**src/rtl/celement_pkg.sv**
```systemverilog
// Shared FSM state type, select-width helper and legal parameter ranges for celement_sbn.
package celement_pkg;

  typedef enum logic [1:0] {
    ST_IDLE,
    ST_DELAY,
    ST_SEND,
    ST_RTZ
  } state_t;

  localparam int N_OUT_MIN      = 2;
  localparam int N_OUT_MAX      = 8;
  localparam int SEND_DELAY_MIN = 1;
  localparam int SEND_DELAY_MAX = 15;

  // Branch-select width: clog2 of the branch count, never narrower than one bit.
  function automatic int sel_width(input int n);
    return (n <= 2) ? 1 : $clog2(n);
  endfunction

endpackage

```
**src/rtl/sb_senddelay.sv**
```systemverilog
// Loadable down-counter with a done flag that times the DELAY state of celement_sbn.
// Compiled only when CELEMENT_SBN_SENDDELAY_EN is defined.
`ifdef CELEMENT_SBN_SENDDELAY_EN
module sb_senddelay
  import celement_pkg::*;
#(
  parameter int LOAD_VAL = 4
) (
  input  logic clk,
  input  logic rst_n,
  input  logic load,
  input  logic dec,
  output logic done
);

  localparam int CNT_W = $clog2(SEND_DELAY_MAX + 1);

  logic [CNT_W-1:0] count_reg;

  always_ff @(posedge clk or negedge rst_n) begin
    if (!rst_n) begin
      count_reg <= '0;
    end else if (load) begin
      count_reg <= CNT_W'(LOAD_VAL);
    end else if (dec && (count_reg != '0)) begin
      count_reg <= count_reg - 1'b1;
    end
  end

  // Done marks the last delay cycle so the FSM enters SEND after exactly LOAD_VAL cycles.
  assign done = (count_reg == CNT_W'(1));

endmodule
`endif

```
**src/rtl/celement_sbn.sv**
```systemverilog
// Four-phase C-element style branch: captures a token, steers it to one of N_OUT outputs.
// Optional DELAY state between capture and send is enabled by CELEMENT_SBN_SENDDELAY_EN.
module celement_sbn
  import celement_pkg::*;
#(
  parameter  int N_OUT      = 2,
  parameter  int DATA_W     = 8,
  parameter  int SEND_DELAY = 4,
  localparam int SEL_W      = sel_width(N_OUT)
) (
  input  logic              CLK,
  input  logic              RESETN,
  input  logic              SENDIN,
  input  logic [SEL_W-1:0]  BRIN,
  input  logic [DATA_W-1:0] DATAIN,
  input  logic              LOPEN,
  input  logic [N_OUT-1:0]  ACKIN,
  output logic              ACKOUT,
  output logic [N_OUT-1:0]  SENDOUT,
  output logic [DATA_W-1:0] DATAOUT,
  output logic              CP,
  output logic              ERR
);

  if (N_OUT < N_OUT_MIN || N_OUT > N_OUT_MAX) begin : g_bad_n_out
    $error("celement_sbn: N_OUT outside legal range");
  end
  if (SEND_DELAY < SEND_DELAY_MIN || SEND_DELAY > SEND_DELAY_MAX) begin : g_bad_delay
    $error("celement_sbn: SEND_DELAY outside legal range");
  end

  state_t             state_reg, state_next;
  logic [SEL_W-1:0]   sel_reg, sel_next;
  logic [DATA_W-1:0]  data_reg, data_next;
  logic [N_OUT-1:0]   sendout_reg, sendout_next;
  logic               ackout_reg, ackout_next;
  logic               cp_reg, cp_next;
  logic               err_reg, err_next;
  logic               armed_reg;

  logic [N_OUT-1:0]   sel_onehot;
  logic               ack_sel;
  logic               capture;
  logic               brin_bad;
  logic [SEL_W-1:0]   brin_sat;

  for (genvar gi = 0; gi < N_OUT; gi++) begin : g_dec
    assign sel_onehot[gi] = (sel_reg == SEL_W'(gi));
  end

  // Only the acknowledge of the selected branch is ever observed.
  assign ack_sel  = |(ACKIN & sel_onehot);
  assign brin_bad = ({1'b0, BRIN} >= (SEL_W + 1)'(N_OUT));
  assign brin_sat = brin_bad ? SEL_W'(N_OUT - 1) : BRIN;
  // armed_reg keeps the first edge after reset release from capturing.
  assign capture  = armed_reg && SENDIN && LOPEN;

`ifdef CELEMENT_SBN_SENDDELAY_EN
  logic dly_load, dly_dec, dly_done;
  assign dly_load = (state_reg == ST_IDLE) && capture;
  assign dly_dec  = (state_reg == ST_DELAY);

  sb_senddelay #(
    .LOAD_VAL (SEND_DELAY)
  ) u_senddelay (
    .clk   (CLK),
    .rst_n (RESETN),
    .load  (dly_load),
    .dec   (dly_dec),
    .done  (dly_done)
  );
`endif

  always_comb begin
    state_next   = state_reg;
    sel_next     = sel_reg;
    data_next    = data_reg;
    sendout_next = sendout_reg;
    ackout_next  = ackout_reg;
    cp_next      = 1'b0;
    err_next     = err_reg;
    case (state_reg)
      ST_IDLE: begin
        if (capture) begin
          data_next = DATAIN;
          sel_next  = brin_sat;
          cp_next   = 1'b1;
          err_next  = err_reg | brin_bad;
`ifdef CELEMENT_SBN_SENDDELAY_EN
          state_next = ST_DELAY;
`else
          state_next = ST_SEND;
`endif
        end
      end
`ifdef CELEMENT_SBN_SENDDELAY_EN
      ST_DELAY: begin
        if (dly_done) state_next = ST_SEND;
      end
`endif
      ST_SEND: begin
        if (ack_sel) begin
          ackout_next  = 1'b1;
          sendout_next = '0;
          state_next   = ST_RTZ;
        end else begin
          sendout_next = sel_onehot;
        end
      end
      ST_RTZ: begin
        if (!SENDIN && !ack_sel) begin
          ackout_next = 1'b0;
          state_next  = ST_IDLE;
        end
      end
      default: state_next = ST_IDLE;
    endcase
  end

  always_ff @(posedge CLK or negedge RESETN) begin
    if (!RESETN) begin
      state_reg   <= ST_IDLE;
      sel_reg     <= '0;
      data_reg    <= '0;
      sendout_reg <= '0;
      ackout_reg  <= 1'b0;
      cp_reg      <= 1'b0;
      err_reg     <= 1'b0;
      armed_reg   <= 1'b0;
    end else begin
      state_reg   <= state_next;
      sel_reg     <= sel_next;
      data_reg    <= data_next;
      sendout_reg <= sendout_next;
      ackout_reg  <= ackout_next;
      cp_reg      <= cp_next;
      err_reg     <= err_next;
      armed_reg   <= 1'b1;
    end
  end

  assign ACKOUT  = ackout_reg;
  assign SENDOUT = sendout_reg;
  assign DATAOUT = data_reg;
  assign CP      = cp_reg;
  assign ERR     = err_reg;

endmodule

```
**config.mk**
```make
export PLATFORM = sky130hd
export DESIGN_NAME = celement_sbn
export DESIGN_NICKNAME = d
export VERILOG_FILES = /design/src/rtl/celement_pkg.sv /design/src/rtl/sb_senddelay.sv /design/src/rtl/celement_sbn.sv
export SDC_FILE = /design/constraint.sdc
export NUM_CORES = 1
export LEC_CHECK = 0
export CAP_MARGIN = 25
export CORE_MARGIN = 2
export CORE_UTILIZATION = 38
export CTS_BUF_LIST = sky130_fd_sc_hd__clkbuf_8
export DETAILED_ROUTE_END_ITERATION = 6
export PLACE_DENSITY = 0.78
export SLEW_MARGIN = 20
export SYNTH_ARGS = -nofsm -noshare
export SYNTH_HDL_FRONTEND = slang
export SYNTH_HIERARCHICAL = 1
export SYNTH_SLANG_ARGS = --single-unit
```
**constraint.sdc**
```tcl
create_clock -name CLK -period 1.5 [get_ports CLK]
set_clock_uncertainty 0.05 [all_clocks]
set_input_delay 0.375 -clock CLK [delete_from_list [all_inputs] [get_ports CLK]]
set_output_delay 0.375 -clock CLK [all_outputs]
set_load 0.03 [all_outputs]
```
Word-level counts from Yosys, hierarchy flattened --
Index checks and enable logic that the tools add are counted.
Operators by class: reductions and logical operators 11, bitwise operators 2, muxes and demuxes 10, equality and inequality tests 5
Operator list (count):
- two-way mux 2 bit | 4
- inequality test 2 bit, second input constant | 3
- case mux 2 bit (3 select lines) | 1
- AND reduction 3 bit | 2
- == test 2 bit, second input constant | 2
- two-way mux 1 bit | 4
- logical AND 1 bit | 3
- AND 2 bit | 1
- zero test 1 bit | 2
- zero test 2 bit | 1
- case mux 1 bit (2 select lines) | 1
- AND reduction 2 bit | 1
- nonzero test 2 bit | 1
- OR reduction 2 bit | 1
- inverter 1 bit | 1
Word-level totals: logic and storage cells 35, input bits 15, flip-flop bits (word level) 16

Depth between registers and ports, before layout --
Gate-level depths: netlist (run 1).
depth after elaboration 7, gate-level depth with buffers 4, gate-level depth less buffers 3

Worst setup path after synthesis (run 1) --
OpenSTA, ideal clock, no wires.
kind flip-flop to flip-flop, start point register state_reg[1], end point register data_reg[0], in the netlist DATAOUT[0], period minus slack after synthesis 1.391 ns, data required time 1.325 ns, path slack 0.109 ns, cell stages (with the launch flop) 4, library setup time 0.125 ns, buffers on the path 1, arrival 1.216 ns, path through dfrtp_1 -> or3_1 -> buf_6 -> mux2_4
Between the ends: word-level cells in the longest chain between the ends 2
Ends and longest elaborated chain:
- start, declared | line celement_sbn.sv:32 | state_t state_reg, state_next;
- start signal, assigned | line celement_sbn.sv:131 | state_reg <= state_next;
- zero test 2 bit | line celement_sbn.sv:82 | case (state_reg)
- AND reduction 2 bit (no source line)
- end signal, assigned | line celement_sbn.sv:133 | data_reg <= data_next;
- end, declared | line celement_sbn.sv:34 | logic [DATA_W-1:0] data_reg, data_next;
No other way between the ends. A chain may end at the register's enable or synchronous reset.

Worst setup path after layout (run 1) --
start point input port SENDIN, end point register data_reg[6], in the netlist DATAOUT[6]
Between the ends: word-level cells in the longest chain between the ends 3
Ends and longest elaborated chain:
- start, declared | line celement_sbn.sv:13 | input logic SENDIN,
- logical AND 1 bit (2 in series) | line celement_sbn.sv:56 | assign capture = armed_reg && SENDIN && LOPEN;
- AND reduction 2 bit (no source line)
No other way between the ends.

==> results.json, run 1 <==
{
  "clock_sinks": 16,
  "ios": 28,
  "yosysMostFrequentCell": "dfrtp_1",
  "path_class": "input pin to flip-flop",
  "swShare_pct": 37.2,
  "crit_path_start_kind": "input pin",
  "rsz0062_at_grt": "no",
  "syn_to_final_growth_pct": 52.8,
  "hold_viol": 0,
  "ys_async_sr_fraction_pct": 100,
  "yosysUniqueCellTypes": 16,
  "p_int_mw": 1.24,
  "core-area_um2": 1690,
  "rows": 15,
  "p_switching_mw": 0.733,
  "synth_top_area_cell": "dfrtp_1",
  "yosys_most_used_dff": "dfrtp_1",
  "power_mw": 1.97,
  "route.met3.wl_um": 75,
  "die_x_um": 45.9,
  "layout_min_cycle_time_ns": 1.46,
  "crit_required_ns": 1.58,
  "pre_cts_slack_ns": -0.441,
  "combPwrFrac_pct": 44.3,
  "cts_made_buffers": 3,
  "gp_congestion": 0.703,
  "fin_crit_sh_pct": 97.2,
  "seq_area_frac_synth_pct": 60.2,
  "drt_pass1_iterations": 2,
  "antenna-diode-count": 0,
  "grt_pass1_vias": 442,
  "start_util_pct": 39.4,
  "place_inst": 92,
  "die-area_um2": 2100,
  "cp_cell_sequence": "dlygate4sd2_1 > nand3_2 > or3_4 > buf_4 > mux2_4",
  "viasPerCell": 4.84,
  "place_area_um2": 958,
  "post_drt_wl_per_cell_um": 13.1,
  "syn_inst": 47,
  "path_clk_slew_ns": 0.06,
  "root_buffer": "clkbuf_8",
  "finish.instance_area_um2": 1020,
  "grt_overflow": 0,
  "grt_first_pass_wirelength_um": 1860,
  "synth_edf_count": 0,
  "yosysWarningCount": 6,
  "slew_violations": 0,
  "drive_above_1_share_pct": 26.3,
  "setup_ws_ns": 0.0420,
  "ant_nets": 0,
  "arrival_ns": 1.54,
  "top_layer_used": "met4",
  "finalNetCount": 96,
  "h-tree-depth": 1,
  "portBuffers": 26,
  "avgSynthCellArea_um2": 14.2,
  "yosysTopAreaCellShare_pct": 60.2,
  "ff2ff_setup_slack_ns": 0.05,
  "grt_usage_pct": 13.2,
  "postCtsSetupBuffers": 0,
  "cts.path.max_buffers": 2,
  "post-route-drc-count": 0,
  "seqPwrFrac_pct": 36.8,
  "die_h_um": 45.9,
  "clock_latency_ns": 0.24,
  "finalSetupViolations": 0,
  "crit_path_max_incr_delay_ns": 0.40,
  "cts_tree": "done",
  "reg2reg_from": "armed_reg",
  "antenna_found_initial": 0,
  "crit_path_end_kind": "flip-flop",
  "vias": 469,
  "ys_seq_elements": 16,
  "cap_violations": 0,
  "wl_um": 1270,
  "dp_hpwl_um": 947,
  "synth_common_cells": "dfrtp_1 (16), mux2_4 (9), a21oi_1 (3), nand2b_1 (3), o21ai_0 (3)",
  "r2r_cells": 4,
  "synthTopCellsByArea": "dfrtp_1 (60%), mux2_4 (20%), nand2b_1 (2.8%)",
  "clock_power_share_pct": 18.9,
  "synth_nets": 62,
  "critPathMaxFanout": 5,
  "hold_path_class": "input pin to async pin",
  "vdd_ir_drop_max_uv": 946,
  "crit_slowest_cell": "or3_4",
  "r2r-end": "DATAOUT[6]",
  "fin_setup_tns_ns": 0,
  "final_cells": 97,
  "fmax_mhz": 686,
  "status": "completed",
  "power_density_nw_per_um2": 1940,
  "largest_reg_flops": 8,
  "p_leak_nw": 0.527,
  "wl_met2_um": 625,
  "grt_max_degree": 17,
  "syn_area_um2": 666,
  "drtIter0Drc": 4,
  "drt-met1-wl_um": 548
}
==> per-layer routing <==
layer	vias up	global-route usage [%]
li1	224	-
met1	224	14.7
met2	19	21.7
met3	2	2.38
met4	0	10.3
met5	-	0
==> cells by family after synthesis <==
| kind of cell | Yosys count | share of synthesized area (%) |
|---|---|---|
| multiplexers | 10 | 22.0 |
| buffers and inverters | 3 | 3.38 |
| AO/OA/AOI/OAI | 8 | 6.77 |
| AND/OR/NAND/NOR | 8 | 6.58 |
| other | 2 | 1.13 |
| flip-flops | 16 | 60.1 |
==> worst max-delay path, delay by kind of cell <==
kind	cells	cell delay [ns]
buf+inv	2	0.40
mux	1	0.29
simple gates	2	0.47
==> repair_timing <==
action	in CTS	in global routing
setup endpoints to repair	21	2
pin swaps	1	0
resized for setup	17	2
hold buffers	0	0
gates cloned	1	0
==> power groups by stage <==
stage | registers (mW) | logic [mW] | clock network (mW)
floorplan | 1.00 | 0.293 | 0
global placement | 0.730 | 0.954 | 0
detailed placement | 0.735 | 0.972 | 0
CTS | 0.724 | 0.882 | 0.386
global route | 0.742 | 0.937 | 0.398
finish | 0.726 | 0.874 | 0.372
==> through the flow <==
stage | util (%) | hold slack [ns]
3_3_place_gp | 56.7 | 0.413
2_1_floorplan | - | 0.0294
6_report | 60.2 | 0.393
5_1_grt | 60.2 | 0.423
3_5_place_dp | 56.7 | 0.417
4_1_cts | 60.1 | 0.398
==> cell usage in the layout, fill, tap and decap left out, drive strengths merged <==
cell           instances
a21oi                  3
buf                    5
clkbuf                 4
clkdlybuf4s50         12
conb                   2
dfrtp                 16
dlygate4sd2           14
inv                    1
mux2                  10
nand2                  2
nand2b                 3
nand3                  1
nor2b                  1
o211ai                 1
o21ai                  3
o31ai                  1
or3                    1
==> worst max path at each step <==
stage | cells after the start | startpoint | end
3_3_place_gp | 5 | SENDIN | DATAOUT[5]
2_1_floorplan | 3 | state_reg[1] | DATAOUT[0]
6_report | 5 | SENDIN | DATAOUT[6]
5_1_grt | 5 | SENDIN | DATAOUT[6]
4_1_cts | 4 | armed_reg | DATAOUT[4]
3_5_place_dp | 5 | SENDIN | DATAOUT[1]
==> cell type report <==
class                      count  area, um2
tap                           17       21.3
multi-input combinational     28        253
clock buffer                   4       55.1
fill                         142        672
inverter                       1       3.75
sequential                    16        400
timing repair buffer          31        284
No activity file was read; power rests on OpenSTA's default activity.
==> run 2, diff against run 1 <==
- MAX_ROUTING_LAYER: not set -> met4
==> results.json, run 2 (synthesis results as in run 1) <==
{
  "final-seq-area_um2": 400,
  "postCtsSetupBuffers": 0,
  "h-tree-depth": 1,
  "final_common_cell": "dfrtp_1",
  "drive_above_1_share_pct": 26.3,
  "cts_hold_buf": 0,
  "clock_latency_ns": 0.24,
  "grt_max_degree": 17,
  "fmax_mhz": 686,
  "start_util_pct": 39.4,
  "power_mw": 1.97,
  "grt_overflow": 0,
  "wl_um": 1270,
  "final_cell_mix": "dfrtp_1 (16), dlygate4sd2_1 (14), clkdlybuf4s50_1 (12), mux2_4 (9)",
  "p_leak_nw": 0.527,
  "vdd_ir_drop_max_uv": 946,
  "root_buffer": "clkbuf_8",
  "gp_congestion": 0.710,
  "die-area_um2": 2100,
  "largest_reg_flops": 8,
  "path_class": "input pin to flip-flop",
  "multi_input_area_um2": 253,
  "setup_ws_ns": 0.0420,
  "dp_hpwl_um": 947,
  "cts.path.max_buffers": 2,
  "crit_path_max_incr_delay_ns": 0.40,
  "hold_viol": 0,
  "status": "completed",
  "antenna-diode-count": 0,
  "cts_tree": "done",
  "die_x_um": 45.9,
  "r2r-end": "DATAOUT[6]",
  "post_drt_wl_per_cell_um": 13.1,
  "fillers": 142,
  "hold_path_class": "input pin to async pin",
  "syn_to_final_growth_pct": 52.8,
  "pre_cts_slack_ns": -0.441,
  "vias": 469,
  "cp_cell_sequence": "dlygate4sd2_1 > nand3_2 > or3_4 > buf_4 > mux2_4",
  "cap_violations": 0,
  "ios": 28,
  "viasPerCell": 4.84,
  "worst_hold_slack_ns": 0.393,
  "r2r_cells": 4,
  "path_clk_slew_ns": 0.06,
  "rows": 15,
  "grt_first_pass_wirelength_um": 1860,
  "slew_violations": 0,
  "crit_slowest_cell": "or3_4",
  "crit_required_ns": 1.58,
  "drt_pass1_iterations": 2,
  "finalNetCount": 96,
  "clock_sinks": 16,
  "ant_nets": 0,
  "rsz0062_at_grt": "no",
  "ff2ff_setup_slack_ns": 0.05,
  "crit_path_end_kind": "flip-flop",
  "drtIter0Drc": 4,
  "critPathMaxFanout": 5,
  "cts_made_buffers": 3,
  "reg2reg_from": "armed_reg",
  "core-area_um2": 1690,
  "grt_usage_pct": 13.6,
  "layout_min_cycle_time_ns": 1.46,
  "crit_path_start_kind": "input pin",
  "power_density_nw_per_um2": 1940,
  "finalSetupViolations": 0,
  "arrival_ns": 1.54,
  "grt_pass1_vias": 443,
  "antenna_found_initial": 0,
  "portBuffers": 26,
  "post-route-drc-count": 0,
  "die_h_um": 45.9,
  "fin_crit_sh_pct": 97.2
}
[run 2: cell counts in the layout (fill, tap and decap cells not counted)]
Identical to the previous run, type by type.
[run 2: per-layer routing]
layer	wire [um]	vias up	global-route usage [%]
met5	0	-	-
met3	75	2	2.38
met2	625	19	21.7
met4	20	0	10.3
met1	548	224	14.7
li1	-	224	-
[run 2: worst max path at each step]
stage | start | to | slack, ns | cells past startpoint
finish | SENDIN | DATAOUT[6] | 0.04 | 5
global route | SENDIN | DATAOUT[6] | 0.009 | 5
CTS | armed_reg | DATAOUT[4] | 0.02 | 4
detailed placement | SENDIN | DATAOUT[1] | -0.44 | 5
global placement | SENDIN | DATAOUT[5] | -0.42 | 5
floorplan | state_reg[1] | DATAOUT[0] | 0.11 | 3
[run 2: critical path: cells and delay by family]
kind / cells / cell delay [ns]
buffers and inverters: 2 / 0.40
multiplexers: 1 / 0.29
AND/OR/NAND/NOR: 2 / 0.47
[run 2: power breakdown]
part	leakage, nW	internal [mW]	switching (mW)
registers	0.201	0.612	0.114
clock network	0.0288	0.232	0.140
logic	0.298	0.395	0.479
total	0.527	1.24	0.733
[run 2: final cells by class]
type,instances,area share (%)
clock buffers,4,5.41
inverters,1,0.369
multi-input cells,28,24.8
flip-flops and latches,16,39.4
well taps,17,2.09
repair buffers,31,27.9
[run 2: what timing repair did]
action                                  in CTS  in global routing
gates cloned                                 1                  0
pin swaps                                    1                  0
endpoints found under the setup margin      21                  2
gates resized for setup                     17                  2
[run 2: metrics by stage]
step | std cells | TNS (ns) | area (um2) | util (%)
floorplan | 47 | 0 | 666 | -
global placement | 92 | -3.86 | 958 | 56.7
detailed placement | 92 | -4.16 | 958 | 56.7
CTS | 97 | 0 | 1010 | 60.1
global route | 97 | 0 | 1020 | 60.2
finish | 97 | 0 | 1020 | 60.2
==> edit, RTL diff (flow settings as in run 2) <==
Take the reset off `data_reg` and load it in a clocked block of its own.
--- a/src/rtl/celement_sbn.sv
+++ b/src/rtl/celement_sbn.sv
@@ -121,7 +121,6 @@
     if (!RESETN) begin
       state_reg   <= ST_IDLE;
       sel_reg     <= '0;
-      data_reg    <= '0;
       sendout_reg <= '0;
       ackout_reg  <= 1'b0;
       cp_reg      <= 1'b0;
@@ -130,13 +129,16 @@
     end else begin
       state_reg   <= state_next;
       sel_reg     <= sel_next;
-      data_reg    <= data_next;
       sendout_reg <= sendout_next;
       ackout_reg  <= ackout_next;
       cp_reg      <= cp_next;
       err_reg     <= err_next;
       armed_reg   <= 1'b1;
     end
+  end
+
+  always_ff @(posedge CLK) begin
+    data_reg <= data_next;
   end
 
   assign ACKOUT  = ackout_reg;
Behaviour: differs if RESETN is asserted again (counterexample within 4 cycles, from zero or initial values and one cycle with RESETN low); with RESETN held inactive, the same outputs for 10 cycles.
==> edit against run 2 <==
Cell area decreased by 10%. Sequential cell count unchanged. Critical endpoint is now SENDOUT[1]. Wire length down 6.2%. Maximum frequency up 2.2%. Global-route usage rose by 1.0 points. Setup slack better by 31 ps. Area after synthesis fell by 12%.
Power is not compared: it rests on default switching activity, and its combinational part moved more than twofold at a synthesized area within 25%.
==> edit: results (changes against run 2) <==
** Outcome
- The run finished with clean final reports.

** Setup path
- In this run the worst setup path begins at SENDOUT[1].
- CP Max Fanout :: 2 (-3)
- In this run the worst setup path terminates at SENDOUT[1].
- The startpoint identified for the worst register-to-register timing path is state_reg[1].
- On the critical path, the stage with the largest delay is an instance of sky130_fd_sc_hd__dlygate4sd2_1.
- Endpoint of the worst-slack reg-to-reg timing path :: DATAOUT[1]
- The kind of cell with the highest combined delay along the critical path is buffers and inverters.

** Place
- The placed cell area came to 870.8 um^2 (-9.1%).
- GPL Wtd Cong :: 0.7983 (+12%)

** Timing
- Shortest clock period the worst path allows after layout :: 1427 ps (-31.39 ps)
- The worst hold slack after final layout is 359.3 ps (-33.55 ps).

** Global routing
- Grt met1 use :: 14.37% (-0.35 points)
- Wire length of the first global-routing pass :: 1780 um (-4.1%)
- The pin count of the biggest net entering global routing was 10 (-7).

** Route
- The detailed-route vias per instance was 4.917 (+1.7%).
- WL met1 :: 456 um (-17%)
- Routed Wire Length :: 1191 um (-6.2%)
- The count of TritonRoute iterations in the first routing pass came to 3 (+1).

** Synthesis
- By count the netlist is led by 8 x sky130_fd_sc_hd__dfrtp_1, 8 x sky130_fd_sc_hd__edfxtp_1, 3 x sky130_fd_sc_hd__a21oi_1, 3 x sky130_fd_sc_hd__nand2b_1.
- Number of nets in the synthesized netlist :: 52 (-16%)
- The multiplexer fraction of the synthesized cell area is 4.487% (-18 points).
- The compound-cell area share of the yosys netlist is 7.692% (+0.93 points).
- Sorting the synthesized cells by area gives the leading types as sky130_fd_sc_hd__edfxtp_1 41%, sky130_fd_sc_hd__dfrtp_1 34%, sky130_fd_sc_hd__nand2b_1 3.2%.

** Layout
- The filler cell count in the final layout came to 117 (-18%).
[edit: power groups by stage]
stage | Clock [mW] | Sequential (mW) | Combinational [mW]
4_1_cts | 0.379 | 0.644 | 0.385
5_1_grt | 0.392 | 0.659 | 0.407
2_1_floorplan | 0 | 0.728 | 0.143
3_5_place_dp | 0 | 0.650 | 0.400
6_report | 0.366 | 0.646 | 0.379
3_3_place_gp | 0 | 0.649 | 0.390
[edit: what timing repair did]
action,4_1_cts,5_1_grt
resized for setup,11,0
setup endpoints to repair,11,0
hold buffers,0,0
[edit: cells by family (layout without fill, tap and decap cells)]
logic type / Yosys count / after routing
AOI/OAI and AO/OA: 8 / 8
buffers and inverters: 1 / 32
DFF: 16 / 16
muxes: 2 / 2
other: 2 / 2
and+or+nand+nor: 8 / 8
[edit: layout make-up]
cell class              instances  area, um^2  share of cell area [%]
clock buffers                   4       55.05                   6.036
well taps                      16       20.02                   2.195
flip-flops and latches         16       440.4                   48.29
repair buffers                 28       259.0                   28.40
multi-input cells              20       137.6                   15.09
